`src/rtl/secuenciador_filtro.sv`:
```
// Purpose: sequences three multiply-add passes to evaluate one first-order IIR sample y = a0*x + a1*x1 + b1*y1.
// Latency: inicio sampled in REPOSO -> y_out updated and listo pulsed 4 cycles later; one sample per 5 cycles.
// Backpressure: none; inicio is accepted only in REPOSO, requests arriving while ocupado=1 are dropped, not queued.
module secuenciador_filtro #(
    parameter int N = 16,
    parameter int F = 8
) (
    input  logic         clk,
    input  logic         reset_n,
    input  logic         inicio,
    input  logic [N-1:0] x_in,
    input  logic [N-1:0] coef_a0,
    input  logic [N-1:0] coef_a1,
    input  logic [N-1:0] coef_b1,
    output logic [N-1:0] dato1,
    output logic [N-1:0] dato2,
    output logic [N-1:0] dato3,
    input  logic [N-1:0] resultado,
    output logic [N-1:0] y_out,
    output logic         listo,
    output logic         ocupado
);

    typedef enum logic [2:0] {
        REPOSO = 3'd0,
        T0     = 3'd1,
        T1     = 3'd2,
        T2     = 3'd3,
        FIN    = 3'd4
    } estado_t;

    estado_t      estado;
    logic [N-1:0] xr;    // sample being processed
    logic [N-1:0] acc;   // partial sum between passes
    logic [N-1:0] x1;    // previous input sample
    logic [N-1:0] y1;    // previous output sample

    // A Q format with no integer bits cannot carry the sign; such a build has nothing to elaborate here.
    if (F >= N) begin : g_formato_q_invalido
    end

    // Sequencer: state, history and handshake outputs all change together on the rising edge.
    always_ff @(posedge clk) begin
        if (!reset_n) begin
            estado  <= REPOSO;
            xr      <= '0;
            acc     <= '0;
            x1      <= '0;
            y1      <= '0;
            y_out   <= '0;
            listo   <= 1'b0;
            ocupado <= 1'b0;
        end else begin
            listo <= 1'b0;
            case (estado)
                REPOSO: begin
                    if (inicio) begin
                        xr      <= x_in;
                        ocupado <= 1'b1;
                        estado  <= T0;
                    end
                end
                T0: begin
                    acc    <= resultado;
                    estado <= T1;
                end
                T1: begin
                    acc    <= resultado;
                    estado <= T2;
                end
                T2: begin
                    // History advances only when a sample fully completes.
                    y_out   <= resultado;
                    y1      <= resultado;
                    x1      <= xr;
                    listo   <= 1'b1;
                    ocupado <= 1'b0;
                    estado  <= FIN;
                end
                FIN: begin
                    estado <= REPOSO;
                end
                default: begin
                    ocupado <= 1'b0;
                    estado  <= REPOSO;
                end
            endcase
        end
    end

    // Operand mux towards the multiply-add unit; buses idle at zero outside the three passes.
    always_comb begin
        dato1 = '0;
        dato2 = '0;
        dato3 = '0;
        case (estado)
            T0: begin
                dato1 = coef_a0;
                dato2 = xr;
            end
            T1: begin
                dato1 = coef_a1;
                dato2 = x1;
                dato3 = acc;
            end
            T2: begin
                dato1 = coef_b1;
                dato2 = y1;
                dato3 = acc;
            end
            default: begin
                dato1 = '0;
                dato2 = '0;
                dato3 = '0;
            end
        endcase
    end

endmodule

```
`config.mk`:
```
export PLATFORM = sky130hd
export DESIGN_NAME = secuenciador_filtro
export DESIGN_NICKNAME = d
export VERILOG_FILES = /design/src/rtl/secuenciador_filtro.sv
export SDC_FILE = /design/constraint.sdc
export NUM_CORES = 1
export LEC_CHECK = 0
export ABC_AREA = 1
export CAP_MARGIN = 20
export CORE_UTILIZATION = 42
export CTS_BUF_LIST = sky130_fd_sc_hd__clkbuf_16
export CTS_CLUSTER_DIAMETER = 40
export DETAILED_ROUTE_END_ITERATION = 8
export PLACE_DENSITY = 0.94
export SLEW_MARGIN = 40
export SYNTH_ARGS = -nofsm -noshare
export SYNTH_HDL_FRONTEND = slang
export SYNTH_SLANG_ARGS = --single-unit
```
`constraint.sdc`:
```
create_clock -name clk -period 3.7 [get_ports clk]
set_input_delay 0.74 -clock clk [delete_from_list [all_inputs] [get_ports clk]]
set_output_delay 0.74 -clock clk [all_outputs]
set_load 0.1 [all_outputs]
```
==> results.toml, run 1 <==
[clocking]
cts_inserted_buffers = 9
post-cts-setup-buffers = 0
post_cts_resized = 0
h-tree-depth = 3
hold_buffers = 0
clock_latency_ns = 0.33
cts_buffer_depth = 2
cts_sinks = 69
clk_pin_slew_ns = 0.05
cts_root_buf = "clkbuf_16"
tritoncts = "built"

[final_layout]
register_area_mm2 = 0.00138
final_nets = 677
drive_above_1_share = 0.162
fillers = 563
antenna_cells = 0
area_delta_synth_final_pct = 64.3
multi_input_area_mm2 = 0.00147

[sta]
max-slew-margin-rel = 0.497
layout_setup_ws_ns = 0.772
drv_slew = 0
finalClockSkew_ns = 0.00851
hold_slack_ns = 0.462
period_share = 0.791
post-route-min-period_ns = 2.93
worst_pin_slew_ns = 0.752
max_freq_mhz = 342
setup-violations-final = 0
hold_violations = 0
rsz0062_at_grt = "false"
fin_tns_setup_ns = 0

[yosys]
synth_fp_nets = 543
ys_ff_latch = 69
ys_seq_area_frac = 0.441
syn_inst = 460
synth_cell_types = 21
ys.warnings.count = 0
syn_area_mm2 = 0.00314
synth.avg_cell_area_um2 = 6.82

[run]
drv_cap = 0

[worst_setup_path]
end_kind = "output port"
critPathRequiredTime_ns = 2.96
crit_type = "reg2out"
arrival_ns = 2.19
cp_max_fo = 46
critPathLaunchType = "register"

[route]
drt-total-wl_mm = 10.4
wl_per_cell_um = 15.0
drcViolationCount = 0
first_pass_iters = 5
vias = 3588
vias_per_cell = 5.14
drtAntennaViolNets = 0
drtIter0Drc = 230

[global_route]
overflow = 0
grt_max_degree = 47
track_usage = 0.261
grt_pass1_vias = 3386
antenna_found_initial = 0
grt_first_pass_wirelength_mm = 15.4

[power]
p_leak_nw = 2.14
p_per_area_mw_per_mm2 = 474
peakVddDrop_v = 0.000353

[status]
status = "complete, no violations"

[hold_path]
hold_class = "reg2reg"

[floorplan]
die_h_um = 88.4
ios = 149
die_area_mm2 = 0.00782
fp-row-count = 31
floorplan.initialDensity = 0.432
die_x_um = 88.4
core-area_mm2 = 0.00725

[placement]
place_congestion = 0.839
io_buffers = 148
dp_hpwl_mm = 7.62
dpl_worst_slack_ns = 1.15
cell usage in the layout, fill, tap and decap left out:
cell and instances:
clkinv_2 1, clkinvlp_4 1, o21ai_1 6, o211ai_1 17, nand2_1 99, nand2_4 1, inv_1 36, clkdlybuf4s50_1 82
o21ai_0 42, nor2_1 85, nand3_2 1, buf_2 18, buf_12 32, nand3_4 1, a21oi_1 33, nand3_1 33
nor3_4 1, nand2_2 2, inv_6 1, clkinv_4 2, inv_2 3, bufinv_16 2, dfxtp_1 69, clkbuf_16 9
nor2_4 1, buf_4 20, inv_4 1
state kept, by name, indices dropped and copies added, names as in the netlist:
signal / cells
y1: 16
ocupado: 1
estado: 3
xr: 16
x1: 16
listo: 1
acc: 16
cell families (layout without fill, tap and decap cells):
family,count (synthesis),count (layout),synth area share
and+or+nand+nor,224,224,0.298
buffers and inverters,69,208,0.0914
DFF,69,69,0.441
AOI/OAI and AO/OA,98,98,0.170
metrics by stage:
stage | instance area (um^2) | utilization | cells | power (mW)
3_5_place_dp | 4830 | 0.666 | 682 | 1.54
3_3_place_gp | 4920 | 0.678 | 682 | 1.53
4_1_cts | 5150 | 0.710 | 698 | 2.45
5_1_grt | 5150 | 0.710 | 698 | 2.52
2_1_floorplan | 3140 | - | 460 | 1.27
6_report | 5150 | 0.710 | 698 | 2.44
where the power goes:
part           internal (mW)  leakage, nW  total [mW]  switching, mW
logic                  0.234         1.42       0.695          0.460
clock network          0.593        0.156       0.918          0.325
registers              0.795        0.563       0.829         0.0341
total                   1.62         2.14        2.44          0.820
path summary, 6_finish.rpt:
path,end,slack (ns),cells past startpoint,from
hold / removal,xr[5]$_SDFFE_PN0P_,0.46,2,xr[5]$_SDFFE_PN0P_
setup reg to reg,y1[0]$_SDFFE_PN0N_,1.90,6,estado[1]$_SDFFE_PN0P_
setup / recovery,dato2[4],0.77,6,estado[1]$_SDFFE_PN0P_
hold reg to reg,xr[5]$_SDFFE_PN0P_,0.46,2,xr[5]$_SDFFE_PN0P_
per-layer routing:
layer  routed length [um]  global-route usage  vias to the layer above  share of wire
met1                 3710               0.259                     1649           0.36
met5                    0                   0                        -              0
met4                  316               0.120                        0          0.030
li1                     -                   -                     1744              -
met2                 5410               0.502                      175           0.52
met3                  995              0.0700                       20          0.095
Yosys cell counts (all sizes together):
library cell | n | area, um^2
clkbuf | 12 | 46.3
buf | 17 | 87.6
dfxtp | 69 | 1380
a21oi | 33 | 165
nor3 | 1 | 16.3
nor2 | 86 | 330
nand3 | 35 | 193
o21ai | 48 | 240
o211ai | 17 | 128
nand2 | 102 | 395
inv | 40 | 153
worst max-delay path: stages (launching register included):
cell and delay [ns]:
dfxtp_1 0.48, nand2_2 0.29, nor2_4 0.16, buf_4 0.37
nand2_1 0.12, o211ai_1 0.19, buf_12 0.22
final cells by class:
| type | count | share of cell area |
|---|---|---|
| Clock buffer | 9 | 0.0437 |
| Timing Repair Buffer | 152 | 0.330 |
| Inverter | 40 | 0.0296 |
| Tap cell | 99 | 0.0240 |
| Clock inverter | 7 | 0.0192 |
| Sequential cell | 69 | 0.268 |
| Multi-Input combinational cell | 322 | 0.285 |
No activity file was read; power rests on OpenSTA's default activity.
==> run 2: changes to the inputs <==
--- a/config.mk
+++ b/config.mk
@@ -7,11 +7,11 @@
 export LEC_CHECK = 0
 export ABC_AREA = 1
 export CAP_MARGIN = 20
-export CORE_UTILIZATION = 42
+export CORE_UTILIZATION = 37
 export CTS_BUF_LIST = sky130_fd_sc_hd__clkbuf_16
 export CTS_CLUSTER_DIAMETER = 40
 export DETAILED_ROUTE_END_ITERATION = 8
-export PLACE_DENSITY = 0.94
+export PLACE_DENSITY = 0.89
 export SLEW_MARGIN = 40
 export SYNTH_ARGS = -nofsm -noshare
 export SYNTH_HDL_FRONTEND = slang
==> constraint.sdc (replaced) <==
create_clock -name clk -period 2.4 [get_ports clk]
set_input_delay 0.48 -clock clk [delete_from_list [all_inputs] [get_ports clk]]
set_output_delay 0.48 -clock clk [all_outputs]
set_load 0.1 [all_outputs]
==> run 2 against run 1 <==
Register-to-register slack lost 0.98 ns; sequential share of layout area decreased by 1.7 points; core utilization shrank 4.0 points; die area is 13% higher; global-route usage shrank 2.5 points; final cell count grew 1.7%.
==> results.toml, run 2 (same netlist as run 1, synthesis figures left out) <==
[floorplan]
fp-row-count = 33
die_h_um = 94.1
ios = 149
core-area_mm2 = 0.00822
die_x_um = 94.1
floorplan.initialDensity = 0.382
die_area_mm2 = 0.00885

[clocking]
cts_sinks = 69
cts_buffer_depth = 2
tritoncts = "built"
clock_latency_ns = 0.33
post-cts-setup-buffers = 0
clk_pin_slew_ns = 0.05
cts_root_buf = "clkbuf_16"
cts_inserted_buffers = 9
h-tree-depth = 3
hold_buffers = 0

[final_layout]
layout.cells.non_filler = 710
area_delta_synth_final_pct = 75.7
final_common_cell = "nand2_1"
antenna_cells = 0
fin_area_mm2 = 0.00551
drive_above_1_share = 0.188
final_nets = 683
register_area_mm2 = 0.00138
fillers = 653
multi_input_area_mm2 = 0.00149
layout_common_cells = "nand2_1, clkdlybuf4s50_1, nor2_1"

[placement]
dp_hpwl_mm = 7.80
io_buffers = 148
place_area_mm2 = 0.00517
place_congestion = 0.818
dp.cells = 694

[worst_setup_path]
critical-path-top-delay-family = "buffers and inverters"
path_cells = "inv_2, nand2_2, nor2_4, buf_12, nand2_1, o211ai_1, buf_12"
critPathLaunchType = "register"
cp_max_fo = 49
arrival_ns = 1.80
crit_type = "reg2out"
crit_slowest_cell = "dfxtp_1"
critPathBufInv = 3
end_kind = "output port"
path_common_cell = "buf_12"
critPathRequiredTime_ns = 1.92
max_stage_delay_ns = 0.34

[route]
wl_per_cell_um = 14.5
drtAntennaViolNets = 0
drt-total-wl_mm = 10.3
first_pass_iters = 5
drcViolationCount = 0
vias_per_cell = 5.00
vias = 3548
drtIter0Drc = 137

[sta]
max-slew-margin-rel = 0.533
hold_violations = 0
post-route-min-period_ns = 2.28
max_freq_mhz = 438
rsz0062_at_grt = "false"
worst_pin_slew_ns = 0.700
drv_slew = 0
period_share = 0.952
hold_slack_ns = 0.463
finalClockSkew_ns = 0.00638
setup-violations-final = 0

[global_route]
overflow = 0
antenna_found_initial = 0
grt_max_degree = 50
grt_first_pass_wirelength_mm = 15.9
track_usage = 0.236
grt_pass1_vias = 3397

[run]
drv_cap = 0

[power]
finalPower_mw = 3.88
p_per_area_mw_per_mm2 = 704
peakVddDrop_v = 0.000412
p_leak_nw = 2.22

[status]
status = "complete, no violations"

[hold_path]
hold_class = "reg2reg"
## run 2: cell type report
| class | instances | share of cell area |
|---|---|---|
| clock inverter | 7 | 0.0207 |
| inverter | 40 | 0.0282 |
| sequential | 69 | 0.251 |
| clock buffer | 9 | 0.0409 |
| multi-input combinational | 322 | 0.271 |
| timing repair buffer | 158 | 0.364 |
| tap | 105 | 0.0238 |
## run 2: through the flow
| step | setup WS [ns] | utilization | TNS [ns] |
|---|---|---|---|
| 2_1_floorplan | -0.324 | - | -4.08 |
| 3_3_place_gp | 0.450 | 0.629 | 0 |
| 5_1_grt | 0.0120 | 0.671 | 0 |
| 3_5_place_dp | 0.350 | 0.629 | 0 |
| 4_1_cts | 0.0929 | 0.670 | 0 |
| 6_report | 0.116 | 0.671 | 0 |
## run 2: path summary, 6_finish.rpt
kind                          start            endpoint  slack [ns]  cells past startpoint
min reg2reg      xr[1]$_SDFFE_PN0P_  xr[1]$_SDFFE_PN0P_        0.46                      2
max reg2reg  estado[2]$_SDFFE_PN0P_  y1[8]$_SDFFE_PN0N_        0.92                      7
min              xr[1]$_SDFFE_PN0P_  xr[1]$_SDFFE_PN0P_        0.46                      2
max          estado[2]$_SDFFE_PN0P_            dato2[3]        0.12                      7
## run 2: worst register-to-register path: stages, from the launching register on
cell	delay, ns
dfxtp_1	0.34
inv_2	0.13
nand2_2	0.10
nor2_4	0.14
buf_12	0.22
inv_2	0.21
nor2_1	0.16
nor2_1	0.07
## run 2: metal layers
metal | GRT usage | routed length [um] | vias to the layer above
met5 | 0 | 0 | -
met4 | 0.0769 | 173 | 0
met3 | 0.0680 | 840 | 14
met2 | 0.454 | 5460 | 144
met1 | 0.242 | 3850 | 1641
li1 | - | - | 1749
## run 2: repair_timing
action,in CTS,in global routing
resized for setup,1,1
setup endpoints to repair,1,2
pin swaps,0,0
## run 2: power by group
part           internal [mW]  switching [mW]
combinational          0.404           0.720
clock                   1.01           0.472
sequential              1.23          0.0500
